### config.mk
export PLATFORM = sky130hd
export DESIGN_NAME = mult_result_queue
export DESIGN_NICKNAME = d
export VERILOG_FILES = /design/src/rtl/mult_result_queue.sv
export SDC_FILE = /design/constraint.sdc
export NUM_CORES = 1
export LEC_CHECK = 0
export CAP_MARGIN = 20
export CORE_ASPECT_RATIO = 0.8
export CORE_UTILIZATION = 35
export DETAILED_ROUTE_END_ITERATION = 12
export SLEW_MARGIN = 20
export SYNTH_ARGS = -nofsm -noshare
export SYNTH_HDL_FRONTEND = slang
export SYNTH_SLANG_ARGS = --single-unit
### constraint.sdc
create_clock -name clk -period 4.1 [get_ports clk]
set_input_delay 0.82 -clock clk [delete_from_list [all_inputs] [get_ports clk]]
set_output_delay 0.82 -clock clk [all_outputs]
set_load 0.01 [all_outputs]
### src/rtl/mult_result_queue.sv
// mult_result_queue
// Output stage for the sequential multiplier. It registers the FSM status
// lines and holds the last product on result/done between operations.
// Every completed product is also buffered in a first-word-fall-through
// queue that a valid/ready consumer (display, UART) drains.
module mult_result_queue #(
    parameter int WIDTH      = 16,
    parameter int CNT_W      = 3,
    parameter int DEPTH      = 4,
    parameter int DONE_PULSE = 0
) (
    input  logic                       clk,
    input  logic                       rst,
    input  logic [WIDTH-1:0]           sig_resultado,
    input  logic                       sig_done,
    input  logic                       sig_estado,
    input  logic [1:0]                 sig_temp,
    input  logic [CNT_W-1:0]           sig_contador,
    input  logic                       valid,
    input  logic                       clear_output,
    input  logic                       q_ready,
    output logic [WIDTH-1:0]           result,
    output logic                       done,
    output logic                       estado_actual,
    output logic [1:0]                 temp,
    output logic [CNT_W-1:0]           contador,
    output logic                       q_valid,
    output logic [WIDTH-1:0]           q_data,
    output logic [$clog2(DEPTH+1)-1:0] q_count,
    output logic                       overflow
);

    localparam int PTR_W = (DEPTH > 1) ? $clog2(DEPTH) : 1;
    localparam int OCC_W = $clog2(DEPTH + 1);

    logic [WIDTH-1:0] retained_value;
    logic             retained_flag;

    logic [WIDTH-1:0] mem [DEPTH];
    logic [PTR_W-1:0] wr_ptr;
    logic [PTR_W-1:0] rd_ptr;
    logic [OCC_W-1:0] occupancy;
    logic             overflow_q;

    logic push_req;
    logic push_ok;
    logic pop;
    logic full;

    // A completed product is offered to the queue unless valid or clear_output
    // override it; a full queue still accepts it when the head leaves this cycle.
    always_comb begin
        push_req = sig_done && !valid && !clear_output;
        full     = (occupancy == OCC_W'(DEPTH));
        pop      = q_valid && q_ready;
        push_ok  = push_req && (!full || pop);
    end

    assign q_valid  = (occupancy != '0);
    assign q_data   = mem[rd_ptr];
    assign q_count  = occupancy;
    assign overflow = overflow_q;

    // Status mirrors simply follow the controller one cycle later.
    always_ff @(posedge clk or negedge rst) begin
        if (!rst) begin
            estado_actual <= 1'b0;
            temp          <= '0;
            contador      <= '0;
        end else begin
            estado_actual <= sig_estado;
            temp          <= sig_temp;
            contador      <= sig_contador;
        end
    end

    // Result/done path: clear and valid wipe the retained product, a finished
    // product is latched, and while idle the retained product is replayed.
    always_ff @(posedge clk or negedge rst) begin
        if (!rst) begin
            result         <= '0;
            done           <= 1'b0;
            retained_value <= '0;
            retained_flag  <= 1'b0;
        end else if (clear_output || valid) begin
            result         <= '0;
            done           <= 1'b0;
            retained_value <= '0;
            retained_flag  <= 1'b0;
        end else if (sig_done) begin
            result         <= sig_resultado;
            done           <= 1'b1;
            retained_value <= sig_resultado;
            retained_flag  <= 1'b1;
        end else if (!estado_actual) begin
            result <= retained_value;
            done   <= (DONE_PULSE != 0) ? 1'b0 : retained_flag;
        end else begin
            result <= sig_resultado;
            done   <= 1'b0;
        end
    end

    // Queue storage and pointers; clear_output empties the queue but leaves
    // stale words in storage since they are never visible while empty.
    always_ff @(posedge clk or negedge rst) begin
        if (!rst) begin
            for (int i = 0; i < DEPTH; i++) begin
                mem[i] <= '0;
            end
            wr_ptr     <= '0;
            rd_ptr     <= '0;
            occupancy  <= '0;
            overflow_q <= 1'b0;
        end else if (clear_output) begin
            wr_ptr     <= '0;
            rd_ptr     <= '0;
            occupancy  <= '0;
            overflow_q <= 1'b0;
        end else begin
            if (push_ok) begin
                mem[wr_ptr] <= sig_resultado;
                wr_ptr      <= wr_ptr + PTR_W'(1);
            end
            if (pop) begin
                rd_ptr <= rd_ptr + PTR_W'(1);
            end
            if (push_req && !push_ok) begin
                overflow_q <= 1'b1;
            end
            case ({push_ok, pop})
                2'b10:   occupancy <= occupancy + OCC_W'(1);
                2'b01:   occupancy <= occupancy - OCC_W'(1);
                default: occupancy <= occupancy;
            endcase
        end
    end

endmodule

**Word level (Yosys, flattened, before mapping)**

Cells that the tools add are included.

- Register bits: 112
- Latch bits: 0
- Bits in writable memories: 0
- ROM bits: 0
- Input port bits: 28
- Memories kept: 0

- $add $sub $neg: 4
- Multiply operators: 0
- Div/mod/pow operators: 0
- Magnitude comparators: 3
- Eq/ne operators: 3
- Shift-type cells: 0
- Multiplexer cells: 24
- Bitwise gates (word level): 3
- Reductions and logical operators: 19

Operator list:

| cell | count |
|---|---|
| 2-to-1 mux 16 bit | 8 |
| bitwise mux 64 bit | 1 |
| binary-select mux 16 bit (select 2 bit) | 1 |
| demux 16 bit (select 2 bit) | 1 |
| 2-to-1 mux 2 bit | 4 |
| nonzero test 2 bit | 4 |
| 2-to-1 mux 1 bit | 7 |
| greater-or-equal comparator 3 bit (second input constant) | 2 |
| logical AND 1 bit | 6 |
| inverter 2 -> 3 bit | 2 |
| case mux 3 bit (2 select lines) | 1 |
| nonzero test 3 bit | 2 |
| adder 2 x 1 -> 2 bit (second input constant) | 2 |
| zero test 1 bit | 4 |
| adder 3 x 1 -> 3 bit (second input constant) | 1 |
| equality test 3 bit (second input constant) | 1 |
| < comparator 3 x 1 -> 1 bit (second input constant) | 1 |
| 2-to-1 mux 3 bit | 1 |
| subtractor 3 x 1 -> 3 bit (second input constant) | 1 |
| equality test 2 x 1 -> 1 bit (second input constant) | 1 |
| equality test 2 bit (second input constant) | 1 |
| logical OR 1 bit | 2 |
| AND reduction 2 bit | 1 |
| inverter 1 bit | 1 |

**Longest topological paths before layout**

Gate-level depths: netlist (run 1).

- Depth in word-level cells: 8
- Gate-level depth with buffers: 7

**Worst setup path after synthesis (run 1)**

OpenSTA, ideal clock, no wires.

- Path type: reg2out
- Start: reg rd_ptr[0]
- End: out q_data[10]
- Arrival: 1.426 ns
- Required time: 3.280 ns
- Setup slack: 1.854 ns
- Stages on the path, launching flop included: 4
- Path buffers: 2
- Path through: dfrtp_1 > buf_2 > buf_2 > mux4_2

- Longest elaborated chain between the ends: 4

RTL lines:

| element | line | source |
|---|---|---|
| start: declaration | 41 | `logic [PTR_W-1:0] rd_ptr;` |
| start signal: assignment | 126 | `rd_ptr <= rd_ptr + PTR_W'(1);` |
| inverter 2 -> 3 bit (implied by the code) | 60 | `assign q_data = mem[rd_ptr];` |
| binary-select mux 16 bit (select 2 bit) | 60 |  |
| 2-to-1 mux 16 bit (implied by the code) (2 in a row) | 60 |  |
| end: declaration | 28 | `output logic [WIDTH-1:0] q_data,` |

No other way between the ends. The select of a mux whose other input is x is not followed.

**Worst setup path after layout (run 1)**

- Start: reg rd_ptr[0]
- End: out q_data[2]

The elaborated chain is that of the path after synthesis.

==> results of run 1 <==
-- placed cells by master (no fill, tap or decap), drive strengths merged, types with 2 or more instances in the layout --
| cell type | netlist | routed |
|---|---|---|
| a31oi | 2 | 2 |
| nand2 | 36 | 36 |
| nand2b | 2 | 2 |
| ha | 4 | 4 |
| dfrtp | 112 | 112 |
| xor2 | 2 | 2 |
| inv | 3 | 3 |
| mux2i | 18 | 18 |
| clkbuf | 9 | 12 |
| buf | 10 | 8 |
| clkdlybuf4s50 | 0 | 70 |
| mux2 | 66 | 66 |
| a21oi | 19 | 19 |
| nor2b | 2 | 2 |
| bufinv | 0 | 2 |
| or2 | 2 | 2 |
| nor2 | 28 | 28 |
| mux4 | 16 | 16 |
-- registers in the layout, summed over array words and instances (netlist names) --
name,count
estado_actual,1
temp,2
overflow,1
done,1
retained_flag,1
mem,64
q_count,3
contador,3
rd_ptr,2
retained_value,16
result,16
wr_ptr,2
-- cell usage after synthesis (3+ instances only) --
cell	number	area share [%]
mux2_4	40	12
nor2_1	28	2.1
dfrtp_1	112	57
mux2i_1	18	3.7
mux4_2	16	7.3
clkbuf_1	9	0.69
buf_6	4	0.92
ha_1	4	1.0
inv_1	3	0.23
buf_2	5	0.51
nand2_1	32	2.4
mux2_2	26	6.0
a21oi_1	19	1.9
nand2_4	4	0.92
-- metrics by stage --
stage,hold WS (ps),instance area (µm²),power [W],util (%)
3_5_place_dp,485,5790,0.00230,42.5
4_1_cts,501,6110,0.00326,44.8
6_report,496,6110,0.00321,44.8
5_1_grt,512,6110,0.00338,44.8
3_3_place_gp,476,5790,0.00229,42.5
2_1_floorplan,460,4920,0.00188,-
-- layout make-up --
cell class                 instances  area, µm²  area share (%)
timing repair buffer              78        761            12.4
clock inverter                     3       65.1            1.06
clock buffer                      12        256            4.19
inverter                           3       11.3           0.184
tap                              180        225            3.68
multi-input combinational        205       1990            32.6
sequential                       112       2800            45.8
-- routing by layer --
| layer | share of wire [%] | vias to the layer above | wire, µm | GRT usage [%] |
|---|---|---|---|---|
| met1 | 50 | 1464 | 5160 | 22.4 |
| met4 | 1.1 | 0 | 116 | 4.82 |
| met2 | 45 | 56 | 4630 | 22.7 |
| met3 | 3.5 | 11 | 360 | 3.70 |
| met5 | 0 | - | 0 | 0 |
| li1 | - | 1317 | - | - |
-- power by group through the flow --
stage          sequential [W]  combinational (W)  clock [W]
6_report              0.00136           0.000908   0.000945
5_1_grt               0.00138           0.000982    0.00102
4_1_cts               0.00136           0.000924   0.000977
3_5_place_dp          0.00138           0.000921          0
3_3_place_gp          0.00138           0.000912          0
2_1_floorplan         0.00134           0.000537          0
-- worst max-delay path: stages (launching register included) --
cell and delay [ps]:
dfrtp_1 630, buf_4 360, mux4_2 570, clkdlybuf4s50_1 500
-- cell families (layout without fill, tap and decap cells) --
family / after synthesis / in the layout / synth area share (%)
flops: 112 / 112 / 57.0
mux: 100 / 100 / 29.2
simple gates: 74 / 74 / 6.92
compound gates: 23 / 23 / 2.49
buf+inv: 22 / 96 / 2.49
fa+ha+maj: 5 / 5 / 1.42
xor+xnor: 3 / 3 / 0.534
-- final timing paths --
check                                          start                        endpoint  slack [ps]  cells after the start
hold reg to reg            retained_flag$_DFFE_PN0P_       retained_flag$_DFFE_PN0P_         500                      2
min in group asynchronous                        rst             mem[33]$_DFFE_PN0P_         580                      1
hold / removal             retained_flag$_DFFE_PN0P_       retained_flag$_DFFE_PN0P_         500                      2
max in group asynchronous                        rst  retained_value[12]$_DFFE_PN0P_        2680                      2
setup / recovery               rd_ptr[0]$_DFFE_PN0P_                       q_data[2]         880                      3
setup reg to reg              q_count[1]$_DFFE_PN0P_          q_count[2]$_DFFE_PN0P_        1810                      6
==> flow_summary.yaml, run 1 <==
outcome:
  status: "completed"
critical_path:
  startpoint_type: "register"
  arrival_ps: 2400
  cp.required_ps: 3280
  path_class: "reg2out"
  crit_fanout: 11
  critPathCaptureType: "output pin"
power_and_ir_drop:
  power_frac_seq_pct: 42.3
  switching_power_w: 0.000835
  max-vdd-ir-drop_mv: 0.203
  sw_frac_of_total_pct: 26.0
  comb_power_share_pct: 28.2
  leakagePower_nw: 2.91
  p_int_w: 0.00238
  clock_power_share_pct: 29.4
  powerDensity_nw_per_um2: 526
clock_network:
  clkLatencyLatePin_ps: 350
  cts_max_level: 3
  cts.sinks: 112
  clk_pin_slew_ps: 70
  cts_tree: "built"
  cts_resized: 0
  cts_root_buffer: "clkbuf_16"
  clk_path_buf_depth: 2
  cts_buffers: 9
  postCtsSetupBuffers: 0
  hold_buffers: 0
placed_design:
  place_congestion: 0.776
  port_buffers: 71
  dp_slack_ps: 758
  hpwl_mm: 6.68
  dp_cells: 578
logic_synthesis:
  yosys_warnings: 0
  syn_area_um2: 4920
  syn-num-nets: 372
  async_flop_share_pct: 100
  yosysSeqAreaShare_pct: 57.0
  synth_top_flop_cell: "dfrtp_1"
  syn_area_per_cell_um2: 14.5
  ys_ff_latch: 112
  synth_edf_count: 0
  yosys.cell_types.count: 29
  netlist_instances: 339
sta:
  finalSetupViolations: 0
  finalClockSkew_ps: 6.73
  maxSlewViolCount: 0
  maxSlewHeadroom_pct: 38.8
  fin_crit_ps: 3220
  fin_crit_sh_pct: 78.5
  worst_slack_ps: 880
  tns_ps: 0
  fmax_mhz: 311
  hold_viol_final: 0
  rsz0062_at_grt: "no"
  tightest_slew_ps: 919
route:
  drc: 0
  wl_per_cell_um: 17.3
  final_antenna_net_count: 0
  drt_wl_total_mm: 10.3
  viasPerCell: 4.80
  via_count: 2848
  initialDrtViolationCount: 169
  dr.pass1.iters: 4
worst_hold_path:
  hold_path_class: "reg2reg"
floorplan:
  die_h_um: 108
  die_area_um2: 14500
  rows: 38
  core_area_um2: 13600
  num_io_pins: 72
  start_util_pct: 36.0
  die_x_um: 135
layout:
  layout-drive-gt1-share_pct: 26.6
  fin_cells: 593
  fillers: 1198
  fin_nets: 442
  diodes: 0
  syn2layout_area_growth_pct: 24.3
global_route:
  grt_use_total_pct: 15.4
  grt_pass1_vias: 3011
  grt_max_degree: 69
  gr-total-overflow: 0
  grt_pass1_wl_mm: 16.9
  antenna_found_initial: 0
run:
  maxCapViolCount: 0
Note: power is estimated with default switching activity, not from simulation.
==> run 2: changes to the inputs <==
Clock period 4.1 ns to 3.1 ns, I/O delays scaled along.
==> run 2 against run 1 <==
Total power grew 30%. Die area did not move. Hold slack lost 250 ps. Cell count grew 0.51%. Clock skew is 5.4 ps higher. Sequential power grew 31%. Clock-buffer cell count decreased by 3. Via count up 1.1%. Combinational power up 38%. Wire length about the same. Sequential cell count stayed put. First-iteration DRC count fell by 13%.
==> flow_summary.yaml, run 2 (synthesized netlist as in run 1, its figures left out) <==
global_route:
  grt_pass1_wl_mm: 17.1
  antenna_found_initial: 0
  grt_use_total_pct: 15.7
  grt_pass1_vias: 3109
  grt_max_degree: 47
  gr-total-overflow: 0
power_and_ir_drop:
  powerDensity_nw_per_um2: 683
  max-vdd-ir-drop_mv: 0.292
  power_w: 0.00419
  leakagePower_nw: 2.92
floorplan:
  start_util_pct: 36.0
  die_area_um2: 14500
  die_h_um: 108
  core_area_um2: 13600
  rows: 38
  die_x_um: 135
  num_io_pins: 72
layout:
  syn2layout_area_growth_pct: 24.8
  fin_nets: 445
  regArea_um2: 2800
  largest_register: "mem"
  layout-drive-gt1-share_pct: 27.4
  layout_commonest_cell: "dfrtp_1"
  largest_reg_flops: 64
  multi_input_area_um2: 1990
  largestRegisters: "mem: 64 flops, result: 16 flops, retained_value: 16 flops"
  fillers: 1205
  diodes: 0
  mostFrequentLayoutCells: "dfrtp_1 (112), clkdlybuf4s50_1 (70), mux2_4 (40)"
  fin_cells: 596
sta:
  maxSlewHeadroom_pct: 35.5
  tns_ps: 0
  finalSetupViolations: 0
  fin_crit_sh_pct: 90.7
  finalClockSkew_ps: 12.1
  tightest_slew_ps: 963
  fmax_mhz: 356
  worst_slack_ps: 288
  hold_ws_ps: 251
  fin_crit_ps: 2810
  hold_viol_final: 0
  rsz0062_at_grt: "no"
  maxSlewViolCount: 0
critical_path:
  startpoint_type: "register"
  cp.required_ps: 2480
  path_class: "reg2out"
  endpoint: "q_data[1]"
  arrival_ps: 2190
  r2r-end: "mem[23]$_DFFE_PN0P_"
  critPathCaptureType: "output pin"
  reg2reg_from: "q_count[2]$_DFFE_PN0P_"
  worstSetupStartpoint: "rd_ptr[1]$_DFFE_PN0P_"
  crit_fanout: 12
  timing.reg2reg.setup_slack_ps: 760
  reg2reg_depth: 4
clock_network:
  cts_tree: "built"
  cts_resized: 0
  hold_buffers: 0
  clk_pin_slew_ps: 70
  cts_buffers: 9
  postCtsSetupBuffers: 0
  clkLatencyLatePin_ps: 350
  cts.sinks: 112
  clk_path_buf_depth: 2
  cts_root_buffer: "clkbuf_16"
  cts_max_level: 3
route:
  drc: 0
  drt_wl_total_mm: 10.3
  dr.pass1.iters: 4
  initialDrtViolationCount: 147
  final_antenna_net_count: 0
  via_count: 2878
  wl_per_cell_um: 17.2
  viasPerCell: 4.83
placed_design:
  hpwl_mm: 6.77
  place_congestion: 0.732
  dp_cells: 581
  dp_slack_ps: 89.0
  port_buffers: 71
outcome:
  status: "completed"
run:
  maxCapViolCount: 0
worst_hold_path:
  hold_path_class: "in2async"
==> run 2: cell count changes in the layout (fill, tap and decap cells not counted), sizes merged <==
cell	previous run	this run
bufinv	2	1
clkbuf	12	9
inv	3	4
buf	8	11
clkinv	1	4
==> run 2: worst min path at each step <==
stage                                endpoint  depth (start not counted)
floorplan               contador[0]$_DFF_PN0_                          0
global placement    retained_flag$_DFFE_PN0P_                          2
detailed placement  retained_flag$_DFFE_PN0P_                          2
CTS                       mem[47]$_DFFE_PN0P_                          1
global route              mem[21]$_DFFE_PN0P_                          1
finish                     mem[5]$_DFFE_PN0P_                          1
==> run 2: critical path, stage by stage (launching register included) <==
cell and delay [ps]:
dfrtp_1 760, buf_4 270, mux4_2 300, clkdlybuf4s50_1 500
==> run 2: cell type report <==
| class | count | area share [%] |
|---|---|---|
| timing repair buffer | 81 | 13.2 |
| clock buffer | 9 | 3.67 |
| multi-input combinational | 205 | 32.5 |
| tap | 180 | 3.67 |
| clock inverter | 6 | 1.14 |
| sequential | 112 | 45.7 |
| inverter | 3 | 0.184 |
==> run 2: layer usage <==
| layer | global-route usage [%] | wire (µm) |
|---|---|---|
| met5 | 0 | 0 |
| met4 | 3.77 | 78 |
| met3 | 4.13 | 394 |
| met2 | 23.5 | 4530 |
| met1 | 22.6 | 5260 |
==> run 2: stage by stage <==
step | area (µm²) | utilization [%]
global route | 6140 | 45.0
detailed placement | 5840 | 42.8
CTS | 6140 | 45.0
finish | 6140 | 45.0
floorplan | 4920 | -
global placement | 5840 | 42.8
==> run 2: report_power, final <==
part,internal [W],total (W),switching [W],leakage (nW)
clock,0.000628,0.00115,0.000523,0.146
sequential,0.00165,0.00178,0.000134,1.48
combinational,0.000772,0.00125,0.000482,1.29
total,0.00305,0.00419,0.00114,2.92
==> run 3: changes to the inputs <==
Settings changed: SETUP_SLACK_MARGIN from default to 0.2, SLEW_MARGIN 20 to 5.
==> results of run 3 <==
The final DEF is identical to that of run 2; final timing and power are the same.
